**config.mk**
```make
export PLATFORM = sky130hd
export DESIGN_NAME = rx_ltssm_exit_evaluator_flat
export DESIGN_NICKNAME = d
export VERILOG_FILES = /design/src/rtl/rx_ltssm_exit_evaluator_if.sv /design/src/rtl/rx_ltssm_exit_evaluator.sv /design/src/flat_wrapper.sv
export SDC_FILE = /design/constraint.sdc
export NUM_CORES = 1
export LEC_CHECK = 0
export CORE_MARGIN = 4
export CORE_UTILIZATION = 55
export DETAILED_ROUTE_END_ITERATION = 10
export PLACE_DENSITY = 0.77
export SLEW_MARGIN = 5
export SYNTH_ARGS = -nofsm -noshare
export SYNTH_HDL_FRONTEND = slang
export SYNTH_SLANG_ARGS = --single-unit
```
**constraint.sdc**
```tcl
create_clock -name clk -period 5.6 [get_ports clk]
set_input_delay 1.12 -clock clk [delete_from_list [all_inputs] [get_ports clk]]
set_output_delay 1.12 -clock clk [all_outputs]
set_load 0.01 [all_outputs]
```
**src/rtl/rx_ltssm_exit_evaluator_if.sv**
```systemverilog
// Bundle of all request, lane and result signals between the main LTSSM and
// the RX exit-condition evaluator.
//   master : LTSSM side; drives start/abort/substate, the lane mask, the
//            per-lane ordered-set pulses, electrical idle and timer expiry,
//            and receives the result and timer controls.
//   slave  : evaluator side (rx_ltssm_exit_evaluator).
interface rx_ltssm_exit_evaluator_if #(
  parameter int MAXLANES = 16
);
  logic                start;
  logic                abort;
  logic [3:0]          substate;
  logic [MAXLANES-1:0] activeLanes;
  logic [MAXLANES-1:0] osValid;
  logic                rxElectricalIdle;
  logic                timeOut;

  logic                busy;
  logic                finish;
  logic                pass;
  logic [3:0]          exitTo;
  logic [2:0]          timeToWait;
  logic                startTimer;
  logic                enableTimer;
  logic [MAXLANES-1:0] osCheckerEnable;

  modport master (
    output start, abort, substate, activeLanes, osValid, rxElectricalIdle, timeOut,
    input  busy, finish, pass, exitTo, timeToWait, startTimer, enableTimer, osCheckerEnable
  );

  modport slave (
    input  start, abort, substate, activeLanes, osValid, rxElectricalIdle, timeOut,
    output busy, finish, pass, exitTo, timeToWait, startTimer, enableTimer, osCheckerEnable
  );
endinterface

```
**src/rtl/rx_ltssm_exit_evaluator.sv**
```systemverilog
// RX-side exit-condition evaluator for the PCIe LTSSM.
// On start it arms the external state timer, counts qualifying ordered sets
// on every lane of the latched mask with saturating counters, and reports
// pass/fail plus the next substate with a one-cycle finish pulse.
// Ports:
//   clk   : rising-edge clock
//   reset : asynchronous, active-low; clears all state and outputs
//   bus   : slave modport carrying start/abort/substate, lane mask,
//           osValid, rxElectricalIdle, timeOut in and busy/finish/pass/
//           exitTo/timer controls/osCheckerEnable out (all registered)
module rx_ltssm_exit_evaluator #(
  parameter int MAXLANES = 16,
  parameter int CNTW     = 4
) (
  input  logic                      clk,
  input  logic                      reset,
  rx_ltssm_exit_evaluator_if.slave  bus
);

  // Comparison width wide enough for both the counter and the 4-bit REQ.
  localparam int CMPW = (CNTW > 4) ? CNTW : 4;

  typedef enum logic [1:0] {IDLE, ARM, COUNT, DONE} state_t;

  state_t              state, state_d;
  logic [3:0]          sub_q, sub_d;
  logic [3:0]          req_q, req_d;
  logic [MAXLANES-1:0] mask_q, mask_d;
  logic [CNTW-1:0]     cnt [MAXLANES];
  logic [CNTW-1:0]     cnt_inc [MAXLANES];
  logic [CNTW-1:0]     cnt_d [MAXLANES];

  logic                busy_q, busy_d;
  logic                finish_q, finish_d;
  logic                pass_q, pass_d;
  logic [3:0]          exit_q, exit_d;
  logic [2:0]          ttw_q, ttw_d;
  logic                start_tmr_q, start_tmr_d;
  logic                en_tmr_q, en_tmr_d;
  logic [MAXLANES-1:0] osce_q, osce_d;

  logic met, met_next, success;

  // Required ordered-set count for each evaluated substate.
  function automatic logic [3:0] req_of(input logic [3:0] s);
    case (s)
      4'd2, 4'd3, 4'd8:                    req_of = 4'd8;
      4'd4, 4'd5, 4'd6, 4'd7, 4'd9:        req_of = 4'd2;
      default:                             req_of = 4'd0;
    endcase
  endfunction

  // Timer code: 0=0ms, 1=12ms, 2=24ms, 3=48ms, 4=2ms.
  function automatic logic [2:0] timer_of(input logic [3:0] s);
    case (s)
      4'd0:                                timer_of = 3'd1;
      4'd3:                                timer_of = 3'd3;
      4'd6, 4'd9:                          timer_of = 3'd4;
      4'd2, 4'd4, 4'd5, 4'd7, 4'd8:        timer_of = 3'd2;
      default:                             timer_of = 3'd0;
    endcase
  endfunction

  // Saturating increment of masked lanes, only while counting.
  always_comb begin
    cnt_inc = cnt;
    for (int i = 0; i < MAXLANES; i++) begin
      if (state == COUNT && mask_q[i] && bus.osValid[i] && cnt[i] != {CNTW{1'b1}})
        cnt_inc[i] = cnt[i] + CNTW'(1);
    end
  end

  // met uses the registered counters. met_next looks at this cycle's pulses
  // so that a pulse landing together with timeOut is not reported as a fail;
  // the pass is then reported one cycle later from the registered count.
  always_comb begin
    met      = (mask_q != '0) || (req_q == 4'd0);
    met_next = (mask_q != '0) || (req_q == 4'd0);
    for (int i = 0; i < MAXLANES; i++) begin
      if (mask_q[i]) begin
        if (CMPW'(cnt[i]) < CMPW'(req_q))     met      = 1'b0;
        if (CMPW'(cnt_inc[i]) < CMPW'(req_q)) met_next = 1'b0;
      end
    end
    case (sub_q)
      4'd0:    success = !bus.rxElectricalIdle || bus.timeOut;
      4'd1:    success = bus.timeOut;
      default: success = met;
    endcase
  end

  // Next state and next registered outputs; abort overrides everything.
  always_comb begin
    state_d     = state;
    sub_d       = sub_q;
    req_d       = req_q;
    mask_d      = mask_q;
    cnt_d       = cnt_inc;
    finish_d    = 1'b0;
    pass_d      = pass_q;
    exit_d      = exit_q;
    ttw_d       = ttw_q;
    start_tmr_d = 1'b0;
    en_tmr_d    = 1'b0;
    osce_d      = '0;

    case (state)
      IDLE: begin
        if (bus.start) begin
          if (bus.substate <= 4'd9) begin
            state_d     = ARM;
            sub_d       = bus.substate;
            req_d       = req_of(bus.substate);
            ttw_d       = timer_of(bus.substate);
            start_tmr_d = 1'b1;
            en_tmr_d    = 1'b1;
          end else begin
            state_d  = DONE;
            finish_d = 1'b1;
            pass_d   = 1'b1;
            exit_d   = bus.substate;
            ttw_d    = 3'd0;
          end
        end
      end
      ARM: begin
        state_d  = COUNT;
        mask_d   = bus.activeLanes;
        en_tmr_d = 1'b1;
        osce_d   = bus.activeLanes;
        for (int i = 0; i < MAXLANES; i++) cnt_d[i] = '0;
      end
      COUNT: begin
        if (success) begin
          state_d  = DONE;
          finish_d = 1'b1;
          pass_d   = 1'b1;
          exit_d   = sub_q + 4'd1;
          ttw_d    = 3'd0;
        end else if (bus.timeOut && !met_next) begin
          state_d  = DONE;
          finish_d = 1'b1;
          pass_d   = 1'b0;
          exit_d   = 4'd0;
          ttw_d    = 3'd0;
        end else begin
          en_tmr_d = 1'b1;
          osce_d   = mask_q;
        end
      end
      DONE: begin
        state_d = IDLE;
      end
      default: state_d = IDLE;
    endcase

    if (bus.abort) begin
      state_d     = IDLE;
      finish_d    = 1'b0;
      pass_d      = pass_q;
      exit_d      = exit_q;
      ttw_d       = 3'd0;
      start_tmr_d = 1'b0;
      en_tmr_d    = 1'b0;
      osce_d      = '0;
      for (int i = 0; i < MAXLANES; i++) cnt_d[i] = '0;
    end

    busy_d = (state_d != IDLE);
  end

  always_ff @(posedge clk or negedge reset) begin
    if (!reset) begin
      state <= IDLE;
    end else begin
      state <= state_d;
    end
  end

  always_ff @(posedge clk or negedge reset) begin
    if (!reset) begin
      sub_q       <= '0;
      req_q       <= '0;
      mask_q      <= '0;
      busy_q      <= 1'b0;
      finish_q    <= 1'b0;
      pass_q      <= 1'b0;
      exit_q      <= '0;
      ttw_q       <= '0;
      start_tmr_q <= 1'b0;
      en_tmr_q    <= 1'b0;
      osce_q      <= '0;
      for (int i = 0; i < MAXLANES; i++) cnt[i] <= '0;
    end else begin
      sub_q       <= sub_d;
      req_q       <= req_d;
      mask_q      <= mask_d;
      busy_q      <= busy_d;
      finish_q    <= finish_d;
      pass_q      <= pass_d;
      exit_q      <= exit_d;
      ttw_q       <= ttw_d;
      start_tmr_q <= start_tmr_d;
      en_tmr_q    <= en_tmr_d;
      osce_q      <= osce_d;
      for (int i = 0; i < MAXLANES; i++) cnt[i] <= cnt_d[i];
    end
  end

  assign bus.busy            = busy_q;
  assign bus.finish          = finish_q;
  assign bus.pass            = pass_q;
  assign bus.exitTo          = exit_q;
  assign bus.timeToWait      = ttw_q;
  assign bus.startTimer      = start_tmr_q;
  assign bus.enableTimer     = en_tmr_q;
  assign bus.osCheckerEnable = osce_q;

endmodule

```
**src/flat_wrapper.sv**
```systemverilog
// flat-port wrapper written by rule: the top's interface ports become plain ports
module rx_ltssm_exit_evaluator_flat 
#(
  parameter int MAXLANES = 16,
  parameter int CNTW     = 4
)
  (clk, reset, bus_start, bus_abort, bus_substate, bus_activeLanes, bus_osValid, bus_rxElectricalIdle, bus_timeOut, bus_busy, bus_finish, bus_pass, bus_exitTo, bus_timeToWait, bus_startTimer, bus_enableTimer, bus_osCheckerEnable);
  rx_ltssm_exit_evaluator_if #(.MAXLANES(MAXLANES)) bus_i ();
  input  logic clk;
  input  logic reset;
  input wire logic [$bits(bus_i.start)-1:0] bus_start;
  input wire logic [$bits(bus_i.abort)-1:0] bus_abort;
  input wire logic [$bits(bus_i.substate)-1:0] bus_substate;
  input wire logic [$bits(bus_i.activeLanes)-1:0] bus_activeLanes;
  input wire logic [$bits(bus_i.osValid)-1:0] bus_osValid;
  input wire logic [$bits(bus_i.rxElectricalIdle)-1:0] bus_rxElectricalIdle;
  input wire logic [$bits(bus_i.timeOut)-1:0] bus_timeOut;
  output wire logic [$bits(bus_i.busy)-1:0] bus_busy;
  output wire logic [$bits(bus_i.finish)-1:0] bus_finish;
  output wire logic [$bits(bus_i.pass)-1:0] bus_pass;
  output wire logic [$bits(bus_i.exitTo)-1:0] bus_exitTo;
  output wire logic [$bits(bus_i.timeToWait)-1:0] bus_timeToWait;
  output wire logic [$bits(bus_i.startTimer)-1:0] bus_startTimer;
  output wire logic [$bits(bus_i.enableTimer)-1:0] bus_enableTimer;
  output wire logic [$bits(bus_i.osCheckerEnable)-1:0] bus_osCheckerEnable;
  assign bus_i.start = bus_start;
  assign bus_i.abort = bus_abort;
  assign bus_i.substate = bus_substate;
  assign bus_i.activeLanes = bus_activeLanes;
  assign bus_i.osValid = bus_osValid;
  assign bus_i.rxElectricalIdle = bus_rxElectricalIdle;
  assign bus_i.timeOut = bus_timeOut;
  assign bus_busy = bus_i.busy;
  assign bus_finish = bus_i.finish;
  assign bus_pass = bus_i.pass;
  assign bus_exitTo = bus_i.exitTo;
  assign bus_timeToWait = bus_i.timeToWait;
  assign bus_startTimer = bus_i.startTimer;
  assign bus_enableTimer = bus_i.enableTimer;
  assign bus_osCheckerEnable = bus_i.osCheckerEnable;
  rx_ltssm_exit_evaluator #(.MAXLANES(MAXLANES), .CNTW(CNTW)) u_core (.clk(clk), .reset(reset), .bus(bus_i));
endmodule
```
-- After elaboration in Yosys (flattened, before gate mapping)
Memory sizes are Yosys's and may differ from the RTL's. A register that Yosys moved wholly into a read port is not among the register bits.
Index checks and enable logic that the tools add are counted.
- bits in registers: 118
- bits in latches: 0
- memory bits (writable): 0
- bits in read-only memories: 80
- input port bits: 42
- output and inout port bits: 28
- logic and storage cells: 293
- memories: 2
- add/sub/neg operators: 17
- $mul: 0
- div/mod/pow operators: 0
- $lt $le $gt $ge: 33
- equality and inequality tests: 25
- shift operators: 0
- mux-type cells: 123
- bitwise gates (word level): 1
- reductions and logical operators: 64
- memory list (memory ; words ; width ; rd ports ; clocked after Yosys merged registers in ; wr ports ; line ; RTL):
    (no name shown) ; 16 ; 3 ; 1 ; 0 ; 0 ; rx_ltssm_exit_evaluator.sv:55 ; case (s)
    (no name shown) ; 16 ; 2 ; 1 ; 1 ; 0 ; rx_ltssm_exit_evaluator.sv:46 ; case (s)
- operators with widths (operator ; number):
    < comparator 4 bit ; 32
    two-way mux 64 bit ; 2
    two-way mux 1 bit ; 80
    two-way mux 4 bit ; 20
    adder 4 x 1 -> 4 bit (second input constant) ; 17
    inequality test 4 bit (second input constant) ; 16
    logical AND 1 bit ; 49
    two-way mux 16 bit ; 3
    case mux 16 bit (2 select lines) ; 1
    nonzero test 16 bit ; 1
    two-way mux 3 bit ; 5
    two-way mux 2 bit ; 5
    zero test 4 bit ; 2
    case mux 2 bit (4 select lines) ; 1
    case mux 4 bit (2 select lines) ; 1
    case mux 1 bit (2 select lines) ; 3
    case mux 3 bit (2 select lines) ; 1
    AND reduction 3 bit ; 2
    AND reduction 5 bit ; 1
    equality test 2 bit (second input constant) ; 2
    equality test 4 x 1 -> 1 bit (second input constant) ; 1
    <= comparator 4 bit (second input constant) ; 1
    inequality test 2 bit (second input constant) ; 2
    inequality test 4 x 3 -> 1 bit (second input constant) ; 1
    10 further kinds ; 14

-- Depth between registers and ports, before layout
- word-level depth: 45
- gate-level depth with buffers: 18
- gate-level depth less buffers: 15

-- Worst setup path before layout
No wires, ideal clock.
- kind: in2reg
- start: input port bus_osValid[13]
- end: register u_core.osce_q[10], in the netlist u_core.bus.osCheckerEnable[10]
- library setup time: 0.078 ns
- arrival time: 3.885 ns
- data required time: 5.522 ns
- path slack: 1.638 ns
- stages: 14
- buffers on the path: 1
- path through: nand3_1 a31oi_1 nand4_1 xnor2_1 ha_1 nor3b_1 a2111oi_2 nand4_1 a2111oi_2 nand2_1 o31ai_4 buf_4 nand3_2 a21oi_2
- word-level cells in the longest chain between the ends: 16
- RTL lines (item ; line ; RTL):
    start: declaration ; flat_wrapper.sv:15 ; input wire logic [$bits(bus_i.osValid)-1:0] bus_osValid;
    logical AND 1 bit (*) (2 in a row) ; rx_ltssm_exit_evaluator.sv:68 ; if (state == COUNT && mask_q[i] && bus.osValid[i] && cnt[i] != {CNTW{1'b1}})
    two-way mux 4 bit (*) ; rx_ltssm_exit_evaluator.sv:68 ;
    < comparator 4 bit (*) ; rx_ltssm_exit_evaluator.sv:82 ; if (CMPW'(cnt_inc[i]) < CMPW'(req_q)) met_next = 1'b0;
    two-way mux 1 bit (*) ; rx_ltssm_exit_evaluator.sv:82 ;
    two-way mux 1 bit (*) ; rx_ltssm_exit_evaluator.sv:80 ; if (mask_q[i]) begin
    two-way mux 1 bit ; rx_ltssm_exit_evaluator.sv:82 ;
    two-way mux 1 bit (*) ; rx_ltssm_exit_evaluator.sv:80 ;
    two-way mux 1 bit ; rx_ltssm_exit_evaluator.sv:82 ;
    two-way mux 1 bit (*) ; rx_ltssm_exit_evaluator.sv:80 ;
    zero test 1 bit (*) ; rx_ltssm_exit_evaluator.sv:140 ; end else if (bus.timeOut && !met_next) begin
    logical AND 1 bit (*) ; rx_ltssm_exit_evaluator.sv:140 ;
    two-way mux 16 bit (*) ; rx_ltssm_exit_evaluator.sv:140 ;
    two-way mux 16 bit (*) ; rx_ltssm_exit_evaluator.sv:134 ; if (success) begin
    case mux 16 bit (2 select lines) (*) ; rx_ltssm_exit_evaluator.sv:107 ; case (state)
    two-way mux 16 bit (*) ; rx_ltssm_exit_evaluator.sv:157 ; if (bus.abort) begin
    via u_core.osce_d[10] ; rx_ltssm_exit_evaluator.sv:40 ; logic [MAXLANES-1:0] osce_q, osce_d;
    end signal: assignment ; rx_ltssm_exit_evaluator.sv:205 ; osce_q <= osce_d;
    end: declaration ; rx_ltssm_exit_evaluator.sv:40 ;
The timed path passes the listed nets; every way through them passes the cells marked *.
A chain may end at the register's enable or synchronous reset.

-- Worst setup path after layout
- start: register u_core.state[0]
- end: register u_core.ttw_q[1], in the netlist u_core.bus.timeToWait[1]
- word-level cells in the longest chain between the ends: 42
- elaborated cells between the ends (all ways): 122
- classes of those cells: order compare: 16; eq/ne: 3; mux: 50; reduce/logical: 53
- RTL lines (item ; line ; RTL):
    start: declaration ; rx_ltssm_exit_evaluator.sv:25 ; state_t state, state_d;
    start signal: assignment ; rx_ltssm_exit_evaluator.sv:176 ; state <= state_d;
    equality test 2 bit ; rx_ltssm_exit_evaluator.sv:68, rx_ltssm_exit_evaluator.sv:107 ;
    logical AND 1 bit (3 in a row) ; rx_ltssm_exit_evaluator.sv:68 ;
    two-way mux 4 bit ; rx_ltssm_exit_evaluator.sv:68 ;
    < comparator 4 bit ; rx_ltssm_exit_evaluator.sv:82 ;
    two-way mux 1 bit ; rx_ltssm_exit_evaluator.sv:82 ;
    two-way mux 1 bit ; rx_ltssm_exit_evaluator.sv:80 ;
    two-way mux 1 bit ; rx_ltssm_exit_evaluator.sv:82 ;
    two-way mux 1 bit ; rx_ltssm_exit_evaluator.sv:80 ;
    [24 not listed] ; -- ;
    two-way mux 1 bit ; rx_ltssm_exit_evaluator.sv:82 ;
    two-way mux 1 bit ; rx_ltssm_exit_evaluator.sv:80 ;
    two-way mux 1 bit ; rx_ltssm_exit_evaluator.sv:82 ;
    two-way mux 1 bit ; rx_ltssm_exit_evaluator.sv:80 ;
    zero test 1 bit ; rx_ltssm_exit_evaluator.sv:140 ;
    logical AND 1 bit ; rx_ltssm_exit_evaluator.sv:140 ;
    inequality test 4 x 3 -> 1 bit (no line) ; -- ;
    AND reduction 3 bit (no line) ; -- ;
    end signal: assignment ; rx_ltssm_exit_evaluator.sv:202 ; ttw_q <= ttw_d;
    end: declaration ; rx_ltssm_exit_evaluator.sv:37 ; logic [2:0] ttw_q, ttw_d;
Several ways; a longest one is shown, not always the timed one.

==> impl_metrics.toml <==
[synthesis]
syn-num-nets = 825
ys_ff_latch = 116
avgSynthCellArea_um2 = 9.783
ys.flop_type = "dfrtp_1"
synth_seq_area_share = 0.4098
synth_most_common_cell = "dfrtp_1"
synth_largest_type_area_fraction = 0.4098
yosysWarnings = 0
synth-edff-count = 0
syn-instance-count = 724
synthSimpleGateAreaFrac = 0.2318
synth_area_leaders = "dfrtp_1, ha_1, mux2i_1"
synthAdderAreaFrac = 0.1042
ys_top_cells_by_count = "dfrtp_1, nor2_1, ha_1"
synth-compound-area-share = 0.1164
synthMuxAreaShare = 0.04522
synth_top_area_cell = "dfrtp_1"
synthArstFlopShare = 1.000
synth_top_family_by_area = "simple AND/OR/NAND/NOR gates"
syn-cell-area_um2 = 7083
synth_cell_type_count = 55
synth-xor-area-share = 0.05317

[final_layout]
instances_no_fill = 978
layout.nets = 896
fill_cells = 981
drive_above_1_share = 0.09181
antennaDiodeCount = 0
synthToLayoutAreaGrowth_pct = 19.17
final_area_um2 = 8441

[timing]
slew_headroom = 0.2565
rsz0062_at_grt = "no"
finalHoldViolCount = 0
fmax_ghz = 0.2112
clock_skew_ns = 0.006309
drv_slew = 0
tightest_slew_ns = 1.115
finalCriticalPeriod_ns = 4.735
setup_viol = 0
fin_crit_sh = 0.8455
fin_tns_setup_ns = 0

[floorplanning]
ios = 70
die_w_um = 121.5
initial_core_util = 0.5613
chipHeight_um = 121.5
dieArea_um2 = 14760
num_rows = 41
core_um2 = 12620

[route]
vias_per_cell = 6.055
drtPass1Iterations = 6
drtIter0Drc = 492
finalWirelength_um = 18350
routedWlPerCell_um = 18.77
drc = 0
via_count = 5922
ant_nets = 0

[placement]
dp_cells = 948
dp_hpwl_um = 12920
port_buffers = 69
placed_area_um2 = 7910
gp_congestion = 0.9104

[clocking]
cts-root-buf = "clkbuf_16"
cts_buffer_depth = 2
postCtsResizedCells = 0
cts_setup_buffers = 0
clkLatencyLatePin_ns = 0.42
hold_buffers = 0
cts_tree = "built"
h-tree-depth = 4
cts_num_sinks = 116
cts.clk_slew.worst_paths_ns = 0.05
numCtsBuffers = 17

[setup_path]
cpMaxStageDelayCell = "ha_1"
path_buf_inv = 2
crit_fanout = 27
crit_type = "reg -> reg"
cp.arrival_ns = 5.06
path_cells = "inv_1 > ha_1 > nand3_1 > a31oi_1 > nand4_1 > xnor2_1 > ha_1 > nor3b_1 > a2111oi_2 > nand4_1 > a2111oi_2 > nand2_1 > o31ai_4 > buf_4 > a22oi_2 > o31ai_2"
worst_ep_required_time_ns = 5.92
critical_path.endpoint_type = "register"
cp-start-kind = "register"
max_stage_delay_ns = 0.78
cpLargestDelayFamily = "compound AO/OA/AOI/OAI gates"

[min_path]
holdCritPathClass = "reg -> reg"

[flow_run]
max_cap_violations = 0

[pwr]
p_per_area_nw_per_um2 = 414.2
ir_drop_mv = 0.1650
p_leak_nw = 3.809
total_power_mw = 3.496

[global_route]
grt_pass1_vias = 5970
grt_max_degree = 74
grt_pass1_wl_um = 30330
globalRouteTotalUtil = 0.2625
grt_overflow_total = 0
antenna_found_initial = 0

[outcome]
status = "complete, no violations"
stage by stage:
| step | hold slack [ns] | setup slack (ns) | util |
|---|---|---|---|
| 2_1_floorplan | 0.4960 | 1.638 | - |
| 3_3_place_gp | 0.4988 | 0.8605 | 0.6268 |
| 3_5_place_dp | 0.5224 | 0.6374 | 0.6268 |
| 4_1_cts | 0.5337 | 0.8282 | 0.6688 |
| 5_1_grt | 0.5664 | 0.3848 | 0.6688 |
| 6_report | 0.5321 | 0.8651 | 0.6688 |
report_power, final:
part / switching, mW / total, mW / internal [mW]
clock network: 0.365 / 0.978 / 0.614
registers: 0.210 / 1.19 / 0.977
logic: 0.809 / 1.33 / 0.522
total: 1.38 / 3.50 / 2.11
flip-flops by register name, indices dropped and copies added (netlist names), 2 cells and up:
name	count
u_core.bus.exitTo	4
u_core.sub_q	4
u_core.cnt	64
u_core.mask_q	16
u_core.state	2
u_core.req_q	2
u_core.bus.osCheckerEnable	16
u_core.bus.timeToWait	3
routing by layer:
layer | up-vias | share of wire | track usage
li1 | 2755 | - | -
met2 | 229 | 0.48 | 0.4221
met5 | - | 0 | 0
met4 | 0 | 0.028 | 0.1169
met3 | 41 | 0.066 | 0.06340
met1 | 2897 | 0.42 | 0.3367
worst paths after layout:
| kind | startpoint | slack [ns] | endpoint | cells past startpoint |
|---|---|---|---|---|
| max | u_core.state[0]$_DFF_PN0_ | 0.87 | u_core.bus.timeToWait[1]$_DFFE_PN0P_ | 16 |
| min | u_core.bus.pass$_DFFE_PN0P_ | 0.53 | u_core.bus.pass$_DFFE_PN0P_ | 2 |
| max reg2reg | u_core.state[0]$_DFF_PN0_ | 0.87 | u_core.bus.timeToWait[1]$_DFFE_PN0P_ | 16 |
| min reg2reg | u_core.bus.pass$_DFFE_PN0P_ | 0.53 | u_core.bus.pass$_DFFE_PN0P_ | 2 |
| max in group asynchronous | reset | 3.61 | u_core.cnt[35]$_DFF_PN0_ | 2 |
| min in group asynchronous | reset | 0.84 | u_core.cnt[41]$_DFF_PN0_ | 1 |
area by class of cell:
| cell class | count | area, µm² | area share |
|---|---|---|---|
| Clock inverter | 5 | 25.02 | 0.002965 |
| Multi-Input combinational cell | 545 | 3901 | 0.4622 |
| Timing Repair Buffer | 77 | 748.2 | 0.08865 |
| Inverter | 38 | 142.6 | 0.01690 |
| Sequential cell | 116 | 2903 | 0.3439 |
| Tap cell | 172 | 215.2 | 0.02550 |
| Clock buffer | 25 | 505.5 | 0.05989 |
worst min-delay path, stage by stage, from the launching register on:
cell and delay, ns:
dfrtp_1 0.34, o21ai_0 0.08, o21ai_0 0.07
cell families (layout without fill, tap and decap cells):
kind of cell / count (synthesis) / count (layout)
AND/OR/NAND/NOR: 300 / 300
adder cells (fa/ha/maj): 59 / 59
buffers and inverters: 63 / 145
multiplexers: 32 / 32
AO/OA/AOI/OAI: 111 / 111
XOR/XNOR: 43 / 43
flip-flops: 116 / 116
placed cells by master, fill, tap and decap left out, types with 11 or more instances in the layout:
cell type | Yosys | final
nand4_1 | 31 | 31
a211oi_1 | 19 | 19
nand2b_1 | 14 | 14
nor3_1 | 11 | 11
a21oi_1 | 14 | 14
clkdlybuf4s50_1 | 0 | 68
clkbuf_16 | 0 | 17
nor3b_1 | 14 | 14
nor4_1 | 13 | 13
nor2_1 | 82 | 82
mux2i_1 | 32 | 32
xor2_1 | 29 | 29
nand2_1 | 33 | 33
o21ai_0 | 31 | 31
xnor2_1 | 14 | 14
dfrtp_1 | 116 | 116
nor2b_1 | 19 | 19
nand3_1 | 42 | 42
ha_1 | 59 | 59
inv_1 | 37 | 37
No activity file was read; power rests on OpenSTA's default activity.
